$ cat src/rtl/seq_mul32_pkg.sv
// Shared types and constants for the sequential 32x32 shift-add multiplier.
// The ZERO_SKIP_EN build option is consumed by seq_mul32, not by this package.
package mul_pkg;

    localparam int MUL_W    = 32;
    localparam int MUL_ITER = 32;

    typedef enum logic [1:0] {
        MUL_IDLE,
        MUL_BUSY,
        MUL_DONE
    } mul_state_t;

endpackage

$ cat src/rtl/seq_mul32_koggestone32bit.sv
// 32-bit Kogge-Stone parallel-prefix adder with carry-in and carry-out.
// Five prefix levels (spans 1,2,4,8,16) combine generate/propagate pairs.
module koggestone32bit (
    input  logic [31:0] a,
    input  logic [31:0] b,
    input  logic        cIn,
    output logic [31:0] sum,
    output logic        cOut
);

    logic [31:0] p0;
    logic [31:0] g_pre;
    logic [31:0] p_pre;
    logic [31:0] g_nxt;
    logic [31:0] p_nxt;

    assign p0 = a ^ b;

    // Carry-in is folded into bit 0's generate so the prefix tree yields carries directly.
    always_comb begin
        g_pre    = a & b;
        p_pre    = p0;
        g_pre[0] = (a[0] & b[0]) | (p0[0] & cIn);
        g_nxt    = g_pre;
        p_nxt    = p_pre;
        for (int lv = 0; lv < 5; lv++) begin
            g_nxt = g_pre;
            p_nxt = p_pre;
            for (int i = 0; i < 32; i++) begin
                if (i >= (1 << lv)) begin
                    g_nxt[i] = g_pre[i] | (p_pre[i] & g_pre[i - (1 << lv)]);
                    p_nxt[i] = p_pre[i] & p_pre[i - (1 << lv)];
                end
            end
            g_pre = g_nxt;
            p_pre = p_nxt;
        end
    end

    assign sum  = p0 ^ {g_pre[30:0], cIn};
    assign cOut = g_pre[31];

endmodule

$ cat src/rtl/seq_mul32.sv
// Sequential 32x32 unsigned shift-add multiplier, one partial-product add per clock.
// Build option ZERO_SKIP_EN: a zero operand skips the iterations and completes one edge after accept.
module seq_mul32
    import mul_pkg::*;
#(
    parameter int WIDTH = 32,
    parameter int CNT_W = 6
) (
    input  logic                 clk,
    input  logic                 rst_n,
    input  logic                 in_valid,
    output logic                 in_ready,
    input  logic [WIDTH-1:0]     a,
    input  logic [WIDTH-1:0]     b,
    output logic                 out_valid,
    input  logic                 out_ready,
    output logic [2*WIDTH-1:0]   product,
    output logic                 busy,
    output mul_state_t           state_dbg
);

    // Handshake: a transfer happens on a rising edge where valid && ready; a/b are sampled only then,
    // and product stays stable from the first out_valid cycle until out_ready completes the transfer.

    if (WIDTH != MUL_W) begin : g_width_check
        $error("seq_mul32: WIDTH must be 32");
    end
    if ((1 << CNT_W) <= WIDTH) begin : g_cnt_check
        $error("seq_mul32: CNT_W too small to hold 0..WIDTH");
    end

    localparam logic [CNT_W-1:0] CNT_LAST = CNT_W'(MUL_ITER - 1);

    mul_state_t           state;
    mul_state_t           state_nxt;
    logic [WIDTH-1:0]     a_q;
    logic [WIDTH-1:0]     hi;
    logic [WIDTH-1:0]     lo;
    logic [CNT_W-1:0]     cnt;
    logic [WIDTH-1:0]     add_sum;
    logic                 add_cout;
    logic                 accept;
    logic                 zero_op;

`ifdef ZERO_SKIP_EN
    assign zero_op = (a == '0) || (b == '0);
`else
    assign zero_op = 1'b0;
`endif

    koggestone32bit u_add (
        .a    (hi),
        .b    (a_q),
        .cIn  (1'b0),
        .sum  (add_sum),
        .cOut (add_cout)
    );

    always_ff @(posedge clk or negedge rst_n) begin
        if (!rst_n) begin
            state <= MUL_IDLE;
        end else begin
            state <= state_nxt;
        end
    end

    always_comb begin
        state_nxt = state;
        in_ready  = 1'b0;
        out_valid = 1'b0;
        busy      = 1'b0;
        case (state)
            MUL_IDLE: begin
                in_ready = 1'b1;
                if (in_valid) begin
                    state_nxt = zero_op ? MUL_DONE : MUL_BUSY;
                end
            end
            MUL_BUSY: begin
                busy = 1'b1;
                if (cnt == CNT_LAST) begin
                    state_nxt = MUL_DONE;
                end
            end
            MUL_DONE: begin
                out_valid = 1'b1;
                if (out_ready) begin
                    state_nxt = MUL_IDLE;
                end
            end
            default: state_nxt = MUL_IDLE;
        endcase
    end

    assign accept = in_valid && in_ready;

    // The adder carry-out becomes the new HI msb, so the 33-bit partial sum is never truncated.
    always_ff @(posedge clk or negedge rst_n) begin
        if (!rst_n) begin
            a_q <= '0;
            hi  <= '0;
            lo  <= '0;
            cnt <= '0;
        end else begin
            if (accept) begin
                a_q <= a;
                hi  <= '0;
                lo  <= zero_op ? '0 : b;
                cnt <= '0;
            end else if (state == MUL_BUSY) begin
                if (lo[0]) begin
                    {hi, lo} <= {add_cout, add_sum, lo[WIDTH-1:1]};
                end else begin
                    {hi, lo} <= {1'b0, hi, lo[WIDTH-1:1]};
                end
                cnt <= cnt + CNT_W'(1);
            end
        end
    end

    assign product   = {hi, lo};
    assign state_dbg = state;

endmodule

$ cat config.mk
export PLATFORM = sky130hd
export DESIGN_NAME = seq_mul32
export DESIGN_NICKNAME = d
export VERILOG_FILES = /design/src/rtl/seq_mul32_pkg.sv /design/src/rtl/seq_mul32_koggestone32bit.sv /design/src/rtl/seq_mul32.sv
export SDC_FILE = /design/constraint.sdc
export NUM_CORES = 1
export LEC_CHECK = 0
export CAP_MARGIN = 20
export CORE_MARGIN = 4
export CORE_UTILIZATION = 46
export CTS_CLUSTER_DIAMETER = 30
export CTS_CLUSTER_SIZE = 28
export DETAILED_ROUTE_END_ITERATION = 7
export GPL_ROUTABILITY_DRIVEN = 1
export GPL_TIMING_DRIVEN = 0
export PLACE_DENSITY = 0.81
export SLEW_MARGIN = 20
export SYNTH_ARGS = -nofsm -noshare
export SYNTH_HDL_FRONTEND = slang
export SYNTH_SLANG_ARGS = --single-unit
$ cat constraint.sdc
create_clock -name clk -period 2.3 [get_ports clk]
set_input_delay 0.46 -clock clk [delete_from_list [all_inputs] [get_ports clk]]
set_output_delay 0.46 -clock clk [all_outputs]
set_load 0.01 [all_outputs]
* Yosys cells after proc, flatten, opt, wreduce, memory -nomap -nowiden *
Cells that the tools add are included.

word-level totals
  bits in registers = 104
  bits of input ports = 68
  output and inout port bits = 69

cells by class
  $add $sub $neg = 1
  eq/ne operators = 6
  muxes and demuxes = 15
  bitwise gates (word level) = 360
  reductions and logical operators = 4

operators with widths
  operator                                                         count
  1-bit bitwise AND                                                228
  32-bit 2-to-1 mux                                                6
  1-bit OR                                                         129
  32-bit XOR                                                       2
  32-bit bitwise AND                                               1
  6-bit 2-to-1 mux                                                 2
  6-bit by 1-bit adder with 6-bit output, second input constant    1
  6-bit by 5-bit == test with 1-bit output, second input constant  1
  2-bit 2-to-1 mux                                                 3
  2-bit != test, second input constant                             3
  2-bit one-hot mux with 3 select lines                            1
  1-bit 2-to-1 mux                                                 3
  3-bit AND reduction                                              1
  2-bit by 1-bit == test with 1-bit output, second input constant  1
  2-bit == test, second input constant                             1
  2-bit zero test                                                  1
  2-bit nonzero test                                               1
  1-bit logical AND                                                1

* Logic depth before layout (Yosys ltp) *
  depth in word-level cells = 14
  mapped depth = 9
  mapped depth without buffers = 9

* By module *
A second synthesis with hierarchy kept.

unflattened totals
  cell total of the unflattened synthesis = 699
  area, all modules = 6663.9 µm²

modules (own cells, without submodules)
  module           times used  cells each  area an instance (µm²)  sequential area each (µm²)
  seq_mul32        1           434         4810.9                  2602.5
  koggestone32bit  1           265         1853.0                  0.0

* Worst setup path before layout *
No wires, ideal clock.

  kind = register -> register
  from = register hi[0]
  to = register hi[15]
  arrival = 2184 ps
  required time = 2167 ps
  path slack = -17 ps
  stages on the path, launching flop included = 10
  path buffers = 0
  clock period less this slack = 2317 ps
  cells stage by stage = dfrtp_1 -> ha_1 -> fa_1 -> a21oi_1 -> o211ai_1 -> and2_1 -> a211oi_1 -> o221ai_1 -> xnor2_1 -> o21ai_0

between the ends
  longest elaborated chain between the ends = 13

RTL lines
  element                   line                             RTL
  start: declaration        seq_mul32.sv:37                  logic [WIDTH-1:0] hi;
  start signal: assignment  seq_mul32.sv:112                 {hi, lo} <= {add_cout, add_sum, lo[WIDTH-1:1]};
  start signal: assignment  seq_mul32.sv:114                 {hi, lo} <= {1'b0, hi, lo[WIDTH-1:1]};
  1-bit bitwise AND         seq_mul32_koggestone32bit.sv:23  g_pre[0] = (a[0] & b[0]) | (p0[0] & cIn);
  1-bit bitwise AND         seq_mul32_koggestone32bit.sv:31  g_nxt[i] = g_pre[i] | (p_pre[i] & g_pre[i - (1 << lv)]);
  1-bit OR                  seq_mul32_koggestone32bit.sv:31
  1-bit bitwise AND         seq_mul32_koggestone32bit.sv:31
  1-bit OR                  seq_mul32_koggestone32bit.sv:31
  1-bit bitwise AND         seq_mul32_koggestone32bit.sv:31
  1-bit OR                  seq_mul32_koggestone32bit.sv:31
  1-bit bitwise AND         seq_mul32_koggestone32bit.sv:31
  1-bit OR                  seq_mul32_koggestone32bit.sv:31
  32-bit XOR                seq_mul32_koggestone32bit.sv:40  assign sum = p0 ^ {g_pre[30:0], cIn};
  32-bit 2-to-1 mux         seq_mul32.sv:111                 if (lo[0]) begin
  32-bit 2-to-1 mux         seq_mul32.sv:110                 end else if (state == MUL_BUSY) begin
  32-bit 2-to-1 mux         seq_mul32.sv:105                 if (accept) begin

No other way between the ends. The select of a mux whose other input is x is not followed.
A chain may end at the register's enable or synchronous reset.

* Worst setup path after layout *
  from = register hi[24]
  to = register hi[30]

between the ends
  longest elaborated chain between the ends = 13
  elaborated cells between the ends (all ways) = 20
  classes of those cells = mux: 3; bitwise: 17

RTL lines
  element                line                             RTL
  32-bit XOR             seq_mul32_koggestone32bit.sv:17  assign p0 = a ^ b;
  1-bit bitwise AND      seq_mul32_koggestone32bit.sv:31
  1-bit OR               seq_mul32_koggestone32bit.sv:31
  1-bit bitwise AND      seq_mul32_koggestone32bit.sv:31
  1-bit OR               seq_mul32_koggestone32bit.sv:31
  1-bit bitwise AND      seq_mul32_koggestone32bit.sv:31
  1-bit OR (2 in a row)  seq_mul32_koggestone32bit.sv:31
  1-bit OR *             seq_mul32_koggestone32bit.sv:31
  32-bit XOR *           seq_mul32_koggestone32bit.sv:40
  32-bit 2-to-1 mux *    seq_mul32.sv:111
  32-bit 2-to-1 mux *    seq_mul32.sv:110
  32-bit 2-to-1 mux *    seq_mul32.sv:105

Every way passes the cells marked *; elsewhere a longest branch is shown, timed or not. The select of a mux whose other input is x is not followed.

==> results.py <==
metrics = {
    "detailed_routing": {
        "drtAntennaViolNets": 0,
        "drcViolationCount": 0,
        "drtPass1Iterations": 5,
        "wl_per_cell_microns": 17.0,
        "vias": 5884,
        "drt-total-wl_microns": 17900,
        "avgViaCountPerCell": 5.60,
        "dr.first_iter.drc_count": 389,
    },
    "grt": {
        "grt_overflow": 0,
        "grt_max_degree": 69,
        "grt_pass1_wl_microns": 28800,
        "grt_use_total_pct": 23.7,
        "grt_pass1_vias": 5830,
        "antenna_found_initial": 0,
    },
    "timing": {
        "final.setup_skew_ns": 0.00846,
        "slew_violations": 0,
        "period_minus_slack_ns": 2.34,
        "tns_ns": -0.0676,
        "rsz0062_at_grt": "yes",
        "fin_ws_ns": -0.0426,
        "fmax_ghz": 0.427,
        "tightest_slew_ns": 0.654,
        "setup-violations-final": 3,
        "relSlewSlack_pct": 56.4,
        "post-route-period-util_pct": 102,
        "finalHoldViolCount": 0,
    },
    "setup_path": {
        "max_stage_delay_ns": 0.44,
        "path_class": "reg2reg",
        "path_cells": "ha_4, and2_4, a221o_1, a221oi_2, o21ai_1, a21oi_2, nor3_2, mux2_4",
        "cp_data_required_time_ns": 2.54,
        "crit_family": "compound AO/OA/AOI/OAI gates",
        "crit_buf_inv": 0,
        "setup.worst_path.start_class": "flop",
        "cp_max_fo": 7,
        "critPathSlowestCell": "dfrtp_1",
        "cp-end-kind": "flop",
        "worstPathArrival_ns": 2.59,
    },
    "layout": {
        "regArea_sq_mm": 0.00261,
        "area_delta_synth_final_pct": 38.7,
        "final_util_pct": 66.1,
        "fin_cells": 1050,
        "insertedDiodeCount": 0,
        "fill_cells": 1029,
        "nets": 975,
        "multi_input_area_sq_mm": 0.00359,
        "drive_gt1_share_pct": 13.8,
    },
    "pwr": {
        "power_density_mw_per_mm2": 1640,
        "peakVddDrop_mv": 0.770,
        "total_power_mw": 13.8,
        "leakage_nw": 3.70,
    },
    "synthesis": {
        "yosysTopAreaCell": "dfrtp_1",
        "synth_area_sq_mm": 0.00609,
        "synth_cell_type_count": 59,
        "syn-num-nets": 812,
        "yosysWarnings": 0,
        "synth-seq-cells": 104,
        "synthTopCellsByArea": "dfrtp_1 43%, nand2_1 12%, ha_1 6.8%",
        "ys.flop_type": "dfrtp_1",
        "async_flop_share_pct": 100,
        "synth-edff-count": 0,
        "avgSynthCellArea_sq_um": 8.58,
        "seq_area_frac_synth_pct": 42.7,
        "syn_inst": 710,
        "synth_top_area_share_pct": 42.7,
    },
    "clock_tree": {
        "cts_made_buffers": 9,
        "cts_tree": "built",
        "clkLatencyLatePin_ns": 0.36,
        "h-tree-depth": 3,
        "cts_buffer_depth": 2,
        "clock_sink_count": 104,
        "cts-root-buf": "clkbuf_16",
        "path_clk_slew_ns": 0.07,
    },
    "floorplan": {
        "placementRows": 41,
        "die_area_sq_mm": 0.0152,
        "io_pins": 137,
        "die_h_microns": 123,
        "start_util_pct": 47.7,
        "core_area_sq_mm": 0.0128,
        "die_w_microns": 123,
    },
    "run": {
        "drv_cap": 0,
    },
    "hold_path": {
        "hold_path.class": "reg2reg",
    },
    "status": {
        "status": "finished, violations left",
        "violations": "setup timing",
    },
    "place": {
        "port_buffers": 136,
        "place_inst": 1019,
        "gp_congestion": 0.934,
        "dp_hpwl_microns": 12800,
        "pre_cts_ws_ns": -0.364,
    },
}
stage by stage:
step           hold slack (ns)  instance area [sq um]
2_1_floorplan            0.164                   6100
3_3_place_gp             0.468                   7670
3_5_place_dp             0.379                   7700
4_1_cts                  0.490                   8220
5_1_grt                  0.518                   8450
6_report                 0.486                   8450
worst register-to-register path: cells and delay by family, from the launching register on:
| kind | cells | cell delay [ns] |
|---|---|---|
| adder cells (fa/ha/maj) | 1 | 0.30 |
| AO/OA/AOI/OAI | 4 | 0.94 |
| AND/OR/NAND/NOR | 2 | 0.25 |
| flip-flops | 1 | 0.44 |
| multiplexers | 1 | 0.29 |
path summary, 6_finish.rpt:
| path | startpoint | end | slack [ns] | cells after the start |
|---|---|---|---|---|
| setup / recovery | hi[24] | hi[30] | -0.04 | 8 |
| hold / removal | a_q[27] | a_q[27] | 0.49 | 2 |
| setup reg to reg | hi[24] | hi[30] | -0.04 | 8 |
| hold reg to reg | a_q[27] | a_q[27] | 0.49 | 2 |
| max in group asynchronous | rst_n | hi[2] | 1.09 | 3 |
| min in group asynchronous | rst_n | a_q[14] | 0.57 | 2 |
synth_stat cells (3+ instances only):
cell and instances:
nand2_1 195, dfrtp_1 104, o21ai_0 54, a22oi_1 53
a21oi_1 39, ha_1 33, nor2_1 27, clkbuf_1 24
nand3_1 19, xnor2_1 14, xor2_1 14, buf_2 13
inv_1 11, nand4_1 10, mux2i_1 9, o21ai_1 7
a31oi_1 6, nand2b_1 6, a21o_1 5, o211ai_1 5
o21a_1 5, nor3_1 4, a211oi_1 3, buf_1 3
or2_2 3
flip-flops by register name, summed over array words and instances (netlist names):
register and count:
a_q 32, lo 32, hi 32, state_dbg 2, cnt 6
final cells by class:
type / count / area share, %
timing repair buffer: 154 / 18.0
buffer: 40 / 2.31
inverter: 11 / 0.489
tap: 172 / 2.55
clock inverter: 6 / 0.489
sequential: 104 / 30.9
clock buffer: 10 / 2.83
multi-input combinational: 553 / 42.5
per-layer routing:
layer / GRT usage, % / vias up / part of all wire, % / routed length, microns
met1: 30.2 / 2805 / 42 / 7460
met2: 39.1 / 209 / 48 / 8620
met3: 7.78 / 39 / 8.1 / 1440
met4: 6.37 / 0 / 2.1 / 367
met5: 0 / - / 0 / 0
li1: - / 2831 / - / -
where the power goes:
group	internal (mW)	switching (mW)
Sequential	2.74	0.836
Clock	0.769	0.719
Combinational	4.02	4.73
cell usage in the layout, fill, tap and decap left out, types with 5 or more instances in the layout:
master,synthesis,layout
o21a_1,5,5
nand4_1,10,10
buf_2,13,12
mux2i_1,9,9
nand2b_1,6,5
nand3_1,19,19
ha_4,0,6
xnor2_1,14,13
a21oi_2,1,12
a21oi_1,39,24
o211ai_1,5,5
a22oi_1,53,53
a21o_1,5,5
dfrtp_1,104,100
o21ai_0,54,42
ha_1,33,26
clkdlybuf4s50_1,0,134
xor2_1,14,14
inv_1,11,10
nand2_1,195,193
nor2_1,27,26
clkbuf_16,0,10
buf_4,0,16
clkbuf_1,24,19
o21ai_1,7,14
cell families after synthesis:
group / count (synthesis) / share of synthesized area (%)
AO/OA/AOI/OAI: 201 / 21.3
XOR/XNOR: 28 / 4.02
adder cells (fa/ha/maj): 34 / 7.10
buffers and inverters: 53 / 3.57
flip-flops: 104 / 42.7
multiplexers: 12 / 2.09
AND/OR/NAND/NOR: 278 / 19.2
what timing repair did:
item	in CTS	in global routing
buffers inserted	6	10
pin swaps	16	20
endpoints found under the setup margin	20	29
resized for setup	45	42
hold buffers	1	0
endpoints found under the hold margin	1	0
cloned	0	0
No activity file was read; power rests on OpenSTA's default activity.
